## src/rtl/multi_digit_state_display_if.sv

```systemverilog
// rtl/multi_digit_state_display_if.sv - button and 7-seg display signal bundle
interface multi_digit_state_display_if #(
  parameter int STATE_W = 3
);
  logic               BTNL;
  logic               BTNC;
  logic               BTNR;
  logic [STATE_W-1:0] STATE_OUT;
  logic [7:0]         TRANS_COUNT;
  logic [3:0]         SEG_SELECT_OUT;
  logic [7:0]         DEC_OUT;

  // Board / stimulus side: drives buttons, observes the display
  modport master (
    output BTNL, BTNC, BTNR,
    input  STATE_OUT, TRANS_COUNT, SEG_SELECT_OUT, DEC_OUT
  );

  // Display controller side
  modport slave (
    input  BTNL, BTNC, BTNR,
    output STATE_OUT, TRANS_COUNT, SEG_SELECT_OUT, DEC_OUT
  );
endinterface

```

## src/rtl/multi_digit_state_display.sv

```systemverilog
// rtl/multi_digit_state_display.sv - button-stepped N-state index with 4-digit scanned 7-seg display (optional BTN_DEBOUNCE_EN)
module multi_digit_state_display #(
  parameter int NUM_STATES      = 6,
  parameter int STATE_W         = 3,
  parameter int HOME_STATE      = 0,
  parameter int WRAP            = 1,
  parameter int DEBOUNCE_CYCLES = 1000000,
  parameter int REFRESH_DIV     = 100000
) (
  input  logic                         CLK,
  input  logic                         RESET,
  multi_digit_state_display_if.slave   bus
);

  localparam logic [STATE_W-1:0] HOME_S = STATE_W'(HOME_STATE);
  localparam logic [STATE_W-1:0] LAST_S = STATE_W'(NUM_STATES - 1);
  localparam logic [7:0]         HOME_V = 8'(HOME_STATE);
  localparam int                 RW     = (REFRESH_DIV > 2) ? $clog2(REFRESH_DIV) : 1;
  localparam logic [RW-1:0]      REF_LAST = RW'(REFRESH_DIV - 1);

  if (NUM_STATES < 2 || STATE_W < 1 || STATE_W > 8 || NUM_STATES > (1 << STATE_W) ||
      HOME_STATE < 0 || HOME_STATE >= NUM_STATES || REFRESH_DIV < 2 || DEBOUNCE_CYCLES < 1)
  begin : g_bad_params
    $error("multi_digit_state_display: parameter out of range");
  end

  // Active-low 7-segment glyphs {g,f,e,d,c,b,a} for 0-F
  function automatic logic [6:0] glyph(input logic [3:0] v);
    case (v)
      4'h0: glyph = 7'b1000000;
      4'h1: glyph = 7'b1111001;
      4'h2: glyph = 7'b0100100;
      4'h3: glyph = 7'b0110000;
      4'h4: glyph = 7'b0011001;
      4'h5: glyph = 7'b0010010;
      4'h6: glyph = 7'b0000010;
      4'h7: glyph = 7'b1111000;
      4'h8: glyph = 7'b0000000;
      4'h9: glyph = 7'b0010000;
      4'hA: glyph = 7'b0001000;
      4'hB: glyph = 7'b0000011;
      4'hC: glyph = 7'b1000110;
      4'hD: glyph = 7'b0100001;
      4'hE: glyph = 7'b0000110;
      default: glyph = 7'b0001110;
    endcase
  endfunction

  // Button bit order everywhere: [0]=L, [1]=C, [2]=R
  logic [2:0] btn_raw;
  logic [2:0] sync1, sync2;
  logic [1:0] sync_vld;
  logic [2:0] level, level_d, armed, press;

  assign btn_raw = {bus.BTNR, bus.BTNC, bus.BTNL};

  // Two-flop synchroniser; sync_vld marks when sync2 carries real post-reset samples
  always_ff @(posedge CLK) begin
    if (!RESET) begin
      sync1    <= '0;
      sync2    <= '0;
      sync_vld <= '0;
    end else begin
      sync1    <= btn_raw;
      sync2    <= sync1;
      sync_vld <= {sync_vld[0], 1'b1};
    end
  end

`ifdef BTN_DEBOUNCE_EN
  localparam int                CNT_W    = $clog2(DEBOUNCE_CYCLES + 1);
  localparam logic [CNT_W-1:0]  CNT_DONE = CNT_W'(DEBOUNCE_CYCLES);

  logic [2:0][CNT_W-1:0] deb_cnt;
  logic [2:0]            deb_level;

  // Level rises after DEBOUNCE_CYCLES consecutive high samples, drops on the first low one
  always_ff @(posedge CLK) begin
    if (!RESET) begin
      deb_cnt   <= '0;
      deb_level <= '0;
    end else begin
      for (int i = 0; i < 3; i++) begin
        if (!sync2[i]) begin
          deb_cnt[i]   <= '0;
          deb_level[i] <= 1'b0;
        end else if (!deb_level[i]) begin
          deb_cnt[i] <= deb_cnt[i] + 1'b1;
          if (deb_cnt[i] + 1'b1 == CNT_DONE) deb_level[i] <= 1'b1;
        end
      end
    end
  end

  assign level = deb_level;
`else
  assign level = sync2;
`endif

  // Edge detect; a button must be seen released after reset before it may fire again
  always_ff @(posedge CLK) begin
    if (!RESET) begin
      level_d <= '0;
      armed   <= '0;
    end else begin
      level_d <= level;
      armed   <= armed | ({3{sync_vld[1]}} & ~sync2);
    end
  end

  assign press = level & ~level_d & armed;

  logic [STATE_W-1:0] state_q, state_d;
  logic [7:0]         count_q, count_d;

  // State register: current index and accepted-transition count
  always_ff @(posedge CLK) begin
    if (!RESET) begin
      state_q <= HOME_S;
      count_q <= '0;
    end else begin
      state_q <= state_d;
      count_q <= count_d;
    end
  end

  // Next state: C beats L/R, L+R cancels, ends wrap or saturate
  always_comb begin
    state_d = state_q;
    if (press[1]) begin
      state_d = HOME_S;
    end else if (press[0] && press[2]) begin
      state_d = state_q;
    end else if (press[0]) begin
      if (state_q == '0) state_d = (WRAP != 0) ? LAST_S : state_q;
      else               state_d = state_q - 1'b1;
    end else if (press[2]) begin
      if (state_q == LAST_S) state_d = (WRAP != 0) ? '0 : state_q;
      else                   state_d = state_q + 1'b1;
    end
    count_d = count_q + 8'(state_d != state_q);
  end

  // Outputs of the state machine
  always_comb begin
    bus.STATE_OUT   = state_q;
    bus.TRANS_COUNT = count_q;
  end

  logic [7:0]    state_ext;
  logic [1:0]    digit_q, digit_n;
  logic [RW-1:0] refresh_q;
  logic [3:0]    nib_n;
  logic [3:0]    seg_q, seg_n;
  logic [7:0]    dec_q, dec_n;

  // Next slot's anode and segment pattern, taken from the values registered now
  always_comb begin
    state_ext                = '0;
    state_ext[STATE_W-1:0]   = state_q;
    digit_n                  = digit_q + 2'd1;
    case (digit_n)
      2'd0:    nib_n = state_ext[3:0];
      2'd1:    nib_n = state_ext[7:4];
      2'd2:    nib_n = count_q[3:0];
      default: nib_n = count_q[7:4];
    endcase
    dec_n = {(digit_n != 2'd2), glyph(nib_n)};
    seg_n = ~(4'b0001 << digit_n);
  end

  // Scan timer: anode and segments reload together at each slot boundary
  always_ff @(posedge CLK) begin
    if (!RESET) begin
      refresh_q <= '0;
      digit_q   <= '0;
      seg_q     <= 4'b1110;
      dec_q     <= {1'b1, glyph(HOME_V[3:0])};
    end else if (refresh_q == REF_LAST) begin
      refresh_q <= '0;
      digit_q   <= digit_n;
      seg_q     <= seg_n;
      dec_q     <= dec_n;
    end else begin
      refresh_q <= refresh_q + 1'b1;
    end
  end

  assign bus.SEG_SELECT_OUT = seg_q;
  assign bus.DEC_OUT        = dec_q;

endmodule

```

## src/flat_wrapper.sv

```systemverilog
// flat-port wrapper written by rule: the top's interface ports become plain ports
module multi_digit_state_display_flat 
#(
  parameter int NUM_STATES      = 6,
  parameter int STATE_W         = 3,
  parameter int HOME_STATE      = 0,
  parameter int WRAP            = 1,
  parameter int DEBOUNCE_CYCLES = 1000000,
  parameter int REFRESH_DIV     = 100000
)
  (CLK, RESET, bus_BTNL, bus_BTNC, bus_BTNR, bus_STATE_OUT, bus_TRANS_COUNT, bus_SEG_SELECT_OUT, bus_DEC_OUT);
  multi_digit_state_display_if #(.STATE_W(STATE_W)) bus_i ();
  input  logic CLK;
  input  logic RESET;
  input wire logic [$bits(bus_i.BTNL)-1:0] bus_BTNL;
  input wire logic [$bits(bus_i.BTNC)-1:0] bus_BTNC;
  input wire logic [$bits(bus_i.BTNR)-1:0] bus_BTNR;
  output wire logic [$bits(bus_i.STATE_OUT)-1:0] bus_STATE_OUT;
  output wire logic [$bits(bus_i.TRANS_COUNT)-1:0] bus_TRANS_COUNT;
  output wire logic [$bits(bus_i.SEG_SELECT_OUT)-1:0] bus_SEG_SELECT_OUT;
  output wire logic [$bits(bus_i.DEC_OUT)-1:0] bus_DEC_OUT;
  assign bus_i.BTNL = bus_BTNL;
  assign bus_i.BTNC = bus_BTNC;
  assign bus_i.BTNR = bus_BTNR;
  assign bus_STATE_OUT = bus_i.STATE_OUT;
  assign bus_TRANS_COUNT = bus_i.TRANS_COUNT;
  assign bus_SEG_SELECT_OUT = bus_i.SEG_SELECT_OUT;
  assign bus_DEC_OUT = bus_i.DEC_OUT;
  multi_digit_state_display #(.NUM_STATES(NUM_STATES), .STATE_W(STATE_W), .HOME_STATE(HOME_STATE), .WRAP(WRAP), .DEBOUNCE_CYCLES(DEBOUNCE_CYCLES), .REFRESH_DIV(REFRESH_DIV)) u_core (.CLK(CLK), .RESET(RESET), .bus(bus_i));
endmodule
```

## config.mk

```make
export PLATFORM = sky130hd
export DESIGN_NAME = multi_digit_state_display_flat
export DESIGN_NICKNAME = d
export VERILOG_FILES = /design/src/rtl/multi_digit_state_display_if.sv /design/src/rtl/multi_digit_state_display.sv /design/src/flat_wrapper.sv
export SDC_FILE = /design/constraint.sdc
export NUM_CORES = 1
export LEC_CHECK = 0
export CORE_ASPECT_RATIO = 1.25
export CORE_MARGIN = 2
export CORE_UTILIZATION = 60
export CTS_CLUSTER_SIZE = 40
export DETAILED_ROUTE_END_ITERATION = 7
export PLACE_DENSITY = 0.84
export SLEW_MARGIN = 20
export SYNTH_ARGS = -nofsm -noshare
export SYNTH_HDL_FRONTEND = slang
export SYNTH_SLANG_ARGS = --single-unit
```

## constraint.sdc

```tcl
create_clock -name CLK -period 5.1 [get_ports CLK]
set_input_delay 0.765 -clock CLK [delete_from_list [all_inputs] [get_ports CLK]]
set_output_delay 0.765 -clock CLK [all_outputs]
set_load 0.02 [all_outputs]
```

== After elaboration in Yosys (flattened, before gate mapping) ==
Memories as Yosys holds them, arrays and structs flattened. A register that Yosys moved wholly into a read port is not among the register bits.
Index checks and enable logic that the tools add are counted.
Word-level totals
  bits of input ports: 5
  logic and storage cells: 46
  bits in latches: 0
  memories: 1
  ROM bits: 112
  RAM bits: 0
  output and inout port bits: 23
  register bits: 56
Memory list
  (name not given): depth 16, bits a word 7, rd ports 1, clocked after memory_dff 1, wr ports 0, line multi_digit_state_display.sv:29  | case (v)
Cells by class
  mux-type cells: 8
  bitwise gates (word level): 8
  div/mod/pow operators: 0
  reduce and logical (&&, ||, !) cells: 5
  add/sub/neg operators: 5
  eq/ne operators: 6
  $lt $le $gt $ge: 0
  shifts and indexed selects: 1
  $mul: 0
Operators by type and width (count)
  2-to-1 mux 3 bit: 6
  adder 17 x 1 -> 17 bit, second input constant: 1
  == test 17 bit, second input constant: 1
  case mux 4 bit (3 select lines): 1
  bitwise AND 3 bit: 3
  adder 8 x 1 -> 8 bit: 1
  inverter 3 bit: 2
  inverter 4 bit: 1
  left shift 1 x 2 -> 4 bit, first input constant: 1
  adder 3 x 1 -> 3 bit, second input constant: 1
  == test 3 bit, second input constant: 1
  zero test 3 bit: 1
  inequality test 3 bit: 1
  bitwise OR 3 bit: 1
  subtractor 3 x 1 -> 3 bit, second input constant: 1
  adder 2 x 1 -> 2 bit, second input constant: 1
  == test 2 x 1 -> 1 bit, second input constant: 1
  == test 2 bit, second input constant: 1
  zero test 2 bit: 1
  inequality test 2 bit, second input constant: 1
  OR reduction 2 bit: 1
  logical AND 1 bit: 1
  zero test 1 bit: 1
  2-to-1 mux 1 bit: 1
  inverter 1 bit: 1

== Longest topological paths before layout ==
  depth after elaboration: 9
  gate-level depth with buffers: 10
  mapped depth without buffers: 9

== Worst setup path after synthesis ==
Ideal clock, no wire load.
  path kind: flip-flop to flip-flop
  start point: register u_core.digit_q[0]
  end point: register u_core.dec_q[3] (netlist: u_core.bus.DEC_OUT[3])
  setup time: 0.113 ns
  arrival time: 2.418 ns
  cell stages (with the launch flop): 11
  path buffers: 1
  setup slack: 2.569 ns
  clock period less this slack: 2.531 ns
  path through: dfxtp_1 inv_1 ha_1 clkbuf_1 inv_1 o21ai_0 inv_1 ha_1 mux4_2 nand3_1 nand2_1
On the way
  cells in the longest elaborated chain, start to end: 3
RTL lines
  start, declared: line multi_digit_state_display.sv:151  | logic [1:0] digit_q, digit_n;
  start signal, assigned: line multi_digit_state_display.sv:181  | digit_q <= digit_n;
  adder 2 x 1 -> 2 bit *: line multi_digit_state_display.sv:161  | digit_n = digit_q + 2'd1;
  named net u_core.digit_n[0]: line multi_digit_state_display.sv:151
  == test 2 bit (tied with other cells): line multi_digit_state_display.sv:162  | case (digit_n)
  case mux 4 bit (3 select lines) *: line multi_digit_state_display.sv:162
  end, declared: line multi_digit_state_display.sv:155  | logic [7:0] dec_q, dec_n;
Mark *: on every way through the listed nets, which the timed path passes. The rest lies on a longest branch.
A chain may end at the register's enable or synchronous reset.

== Final worst setup path ==
Same ends and word-level chain as after synthesis.

==> results.py <==
metrics = {
    "drt": {
        "avgRoutedWirePerCell_um": 13.4,
        "detail_route.drc_violations": 0,
        "initialDrtViolationCount": 142,
        "drt-total-wl_um": 4800,
        "route.detailed.vias_per_inst": 5.61,
        "drt_pass1_iterations": 4,
        "vias": 2010,
        "route.antenna.remaining_nets": 0,
    },
    "die": {
        "chipWidth_um": 62.5,
        "die_height_um": 77.1,
        "core_area_um2": 4100,
        "dieArea_um2": 4820,
        "boundaryPins": 28,
        "initial_core_util_pct": 62.6,
        "placement_rows": 26,
    },
    "worst_setup_path": {
        "worst-path-max-fanout": 9,
        "critical_path_required_ns": 5.31,
        "critical_path.cell_chain": "inv_1 > ha_1 > inv_1 > o21ai_0 > inv_1 > ha_1 > mux4_2 > nand3_1 > nand2_1",
        "crit_arrival_ns": 3.08,
        "start_kind": "flop",
        "critical-path-max-stage-delay_ns": 0.63,
        "endpoint_kind": "flop",
        "critical_path.slowest_cell": "sky130_fd_sc_hd__o21ai_0",
        "timing.setup.critical_path_class": "reg -> reg",
        "critPathMostFrequentCell": "sky130_fd_sc_hd__inv_1",
    },
    "finish": {
        "finish.utilization_pct": 72.7,
        "synthesis_to_finish_area_growth_pct": 16.2,
        "layout.nets": 321,
        "share_of_post_route_cells_with_drive_strength_above_1_pct": 5.96,
        "number_of_antenna_diodes": 0,
        "finalNonFillerCells": 358,
    },
    "cts": {
        "cts-htree-levels": 2,
        "cts-root-buf": "sky130_fd_sc_hd__clkbuf_8",
        "cts_buffers": 5,
        "clk_path_buf_depth": 2,
        "cts_tree": "yes",
        "post-cts-setup-buffer-count": 0,
        "cts_stage_hold_buffer_count": 0,
        "cts_resized": 0,
        "clk_pin_slew_ns": 0.10,
        "clkSinkCount": 55,
        "clock_insertion_delay_worst_skew_ns": 0.31,
    },
    "power": {
        "combinationalPowerShare_pct": 3.2,
        "clock_power_share_pct": 38.4,
        "power.sequential.fraction_pct": 58.3,
        "netSwitchingPower_uw": 162,
        "p_int_uw": 599,
        "total_power_uw": 761,
        "p_sw_share_pct": 21.3,
        "max_rail_drop_vdd_mv": 0.170,
        "cellPowerDensity_nw_per_um2": 255,
        "leak_pwr_uw": 0.00117,
    },
    "yosys": {
        "synth_flop_cell": "sky130_fd_sc_hd__dfxtp_1",
        "ys_top_cells_by_area": "sky130_fd_sc_hd__dfxtp_1 (43%), sky130_fd_sc_hd__ha_1 (7.3%), sky130_fd_sc_hd__xnor2_1 (6.5%)",
        "synth-warning-count": 0,
        "post_synthesis_instance_area_um2": 2560,
        "post_synth.cell_area_avg_um2": 9.29,
        "synthDominantCellAreaShare_pct": 42.9,
        "ys_seq_area_share_pct": 42.9,
        "postSynthCellCount": 276,
        "synth_async_sr_flop_share_pct": 0,
        "syn_nets": 296,
        "post-synth-top-area-cell": "sky130_fd_sc_hd__dfxtp_1",
        "synth_edf_count": 0,
        "ys_seq_elements": 55,
        "netlist-cell-type-count": 49,
    },
    "sta": {
        "timing_hold_violations_final": 0,
        "period_share_pct": 56.2,
        "tightestPinTransition_ns": 0.948,
        "finalSetupViolCount": 0,
        "worst_slew_margin_pct": 36.3,
        "layout_min_cycle_time_ns": 2.86,
        "finalClockSkew_ns": 0.0102,
        "timing.fmax_ghz": 0.349,
        "fin_tns_setup_ns": 0,
        "finalHoldWorstSlack_ns": 0.425,
        "timing_max_transition_violations_final": 0,
        "rsz_0062_raised_after_global_routing": "no",
    },
    "min_path": {
        "hold_class": "reg -> reg",
    },
    "global_route": {
        "grt_start_max_net_pins": 33,
        "grt-ovfl-total": 0,
        "first_global_vias": 1910,
        "grt_antenna_before_repair": 0,
        "grt_use_total_pct": 21.2,
        "first_pass_grt_wire_length_um": 8290,
    },
    "status": {
        "outcome": "complete, no violations",
    },
    "place": {
        "finalWeightedCongestion": 0.841,
        "port_buffers": 27,
        "place.detailed.instances": 350,
        "place_hpwl_um": 3500,
    },
    "job": {
        "drv_cap": 0,
    },
}
-- area by class of cell --
class	instances	area, um^2
Multi-Input combinational cell	202	1380
Fill cell	347	1120
Sequential cell	55	1100
Timing Repair Buffer	28	278
Tap cell	56	70.1
Clock buffer	5	68.8
Clock inverter	3	47.5
Inverter	9	33.8
-- synth_stat cells, drive strengths merged (2+ instances only) --
master  number
nor2b        4
a31oi        7
nor2        21
xor2         4
a21oi        3
buf          4
mux2i        3
and2        18
o211ai       4
nor3        10
nand3       11
dfxtp       55
a311oi       2
and3         6
o21a         5
nand2       25
nor3b        3
nand3b       3
clkbuf       6
o211a        3
or4          4
nand4        4
xnor2       19
o21ai        7
nand2b       2
nor4         3
inv          9
ha          15
-- registers in the layout, indices dropped and copies added, names as in the netlist --
register / count
u_core.level_d: 3
u_core.digit_q: 2
u_core.level: 3
u_core.refresh_q: 17
u_core.sync1: 3
u_core.sync_vld: 2
u_core.bus.TRANS_COUNT: 8
u_core.bus.STATE_OUT: 3
u_core.bus.SEG_SELECT_OUT: 3
u_core.armed: 3
u_core.bus.DEC_OUT: 8
-- placed cells by master, fill, tap and decap left out, drive strengths merged, types with 2 or more instances in the layout --
master	count
nor3b	3
a311oi	2
ha	15
a21oi	3
nor2b	4
nor2	21
nand2	25
and2	18
a31oi	7
o21ai	7
and3	6
nand3	11
nand4	4
mux2i	3
o21a	5
nor4	3
dfxtp	55
nand3b	3
or4	4
clkdlybuf4s50	27
xor2	4
nand2b	2
o211ai	4
inv	10
xnor2	19
o211a	3
nor3	10
clkbuf	5
-- metrics by stage --
stage,worst slack (ns),cell area [um^2]
2_1_floorplan,2.57,2560
3_3_place_gp,2.51,2870
3_5_place_dp,2.28,2870
4_1_cts,2.25,2980
5_1_grt,1.96,2980
6_report,2.24,2980
-- cell families after synthesis --
| logic type | after synthesis | share of synthesized area, % |
|---|---|---|
| mux | 5 | 2.49 |
| flops | 55 | 42.9 |
| xor+xnor | 23 | 7.85 |
| fa+ha+maj | 15 | 7.32 |
| buf+inv | 19 | 3.17 |
| compound gates | 43 | 12.0 |
| simple gates | 116 | 24.2 |
-- power groups by stage --
stage | Sequential [uW] | Clock (uW) | Combinational, uW
2_1_floorplan | 453 | 0 | 16.7
3_3_place_gp | 453 | 0 | 24.4
3_5_place_dp | 454 | 0 | 25.1
4_1_cts | 444 | 300 | 25.2
5_1_grt | 445 | 316 | 27.9
6_report | 444 | 293 | 24.7
-- final timing paths --
kind / from / endpoint / slack [ns] / depth (start not counted)
worst max-delay path: u_core.digit_q[0] / u_core.bus.DEC_OUT[3] / 2.24 / 9
worst min-delay path: u_core.sync_vld[0] / u_core.sync_vld[1] / 0.43 / 1
worst max register to register: u_core.digit_q[0] / u_core.bus.DEC_OUT[3] / 2.24 / 9
worst min register to register: u_core.sync_vld[0] / u_core.sync_vld[1] / 0.43 / 1
-- metal layers --
metal  track usage [%]  up-vias  routed length, um
met5                 0        -                  0
met4              8.00        0                 74
met3              4.11        6                218
met2              37.7       48               2440
met1              24.9      944               2070
li1                  -     1012                  -
-- critical path: cells and delay by family (launching register included) --
family	cells	cell delay, ns
compound gates	1	0.63
fa+ha+maj	2	0.61
buf+inv	3	0.53
mux	1	0.50
flops	1	0.34
simple gates	2	0.16
(Power assumes the default switching activity.)
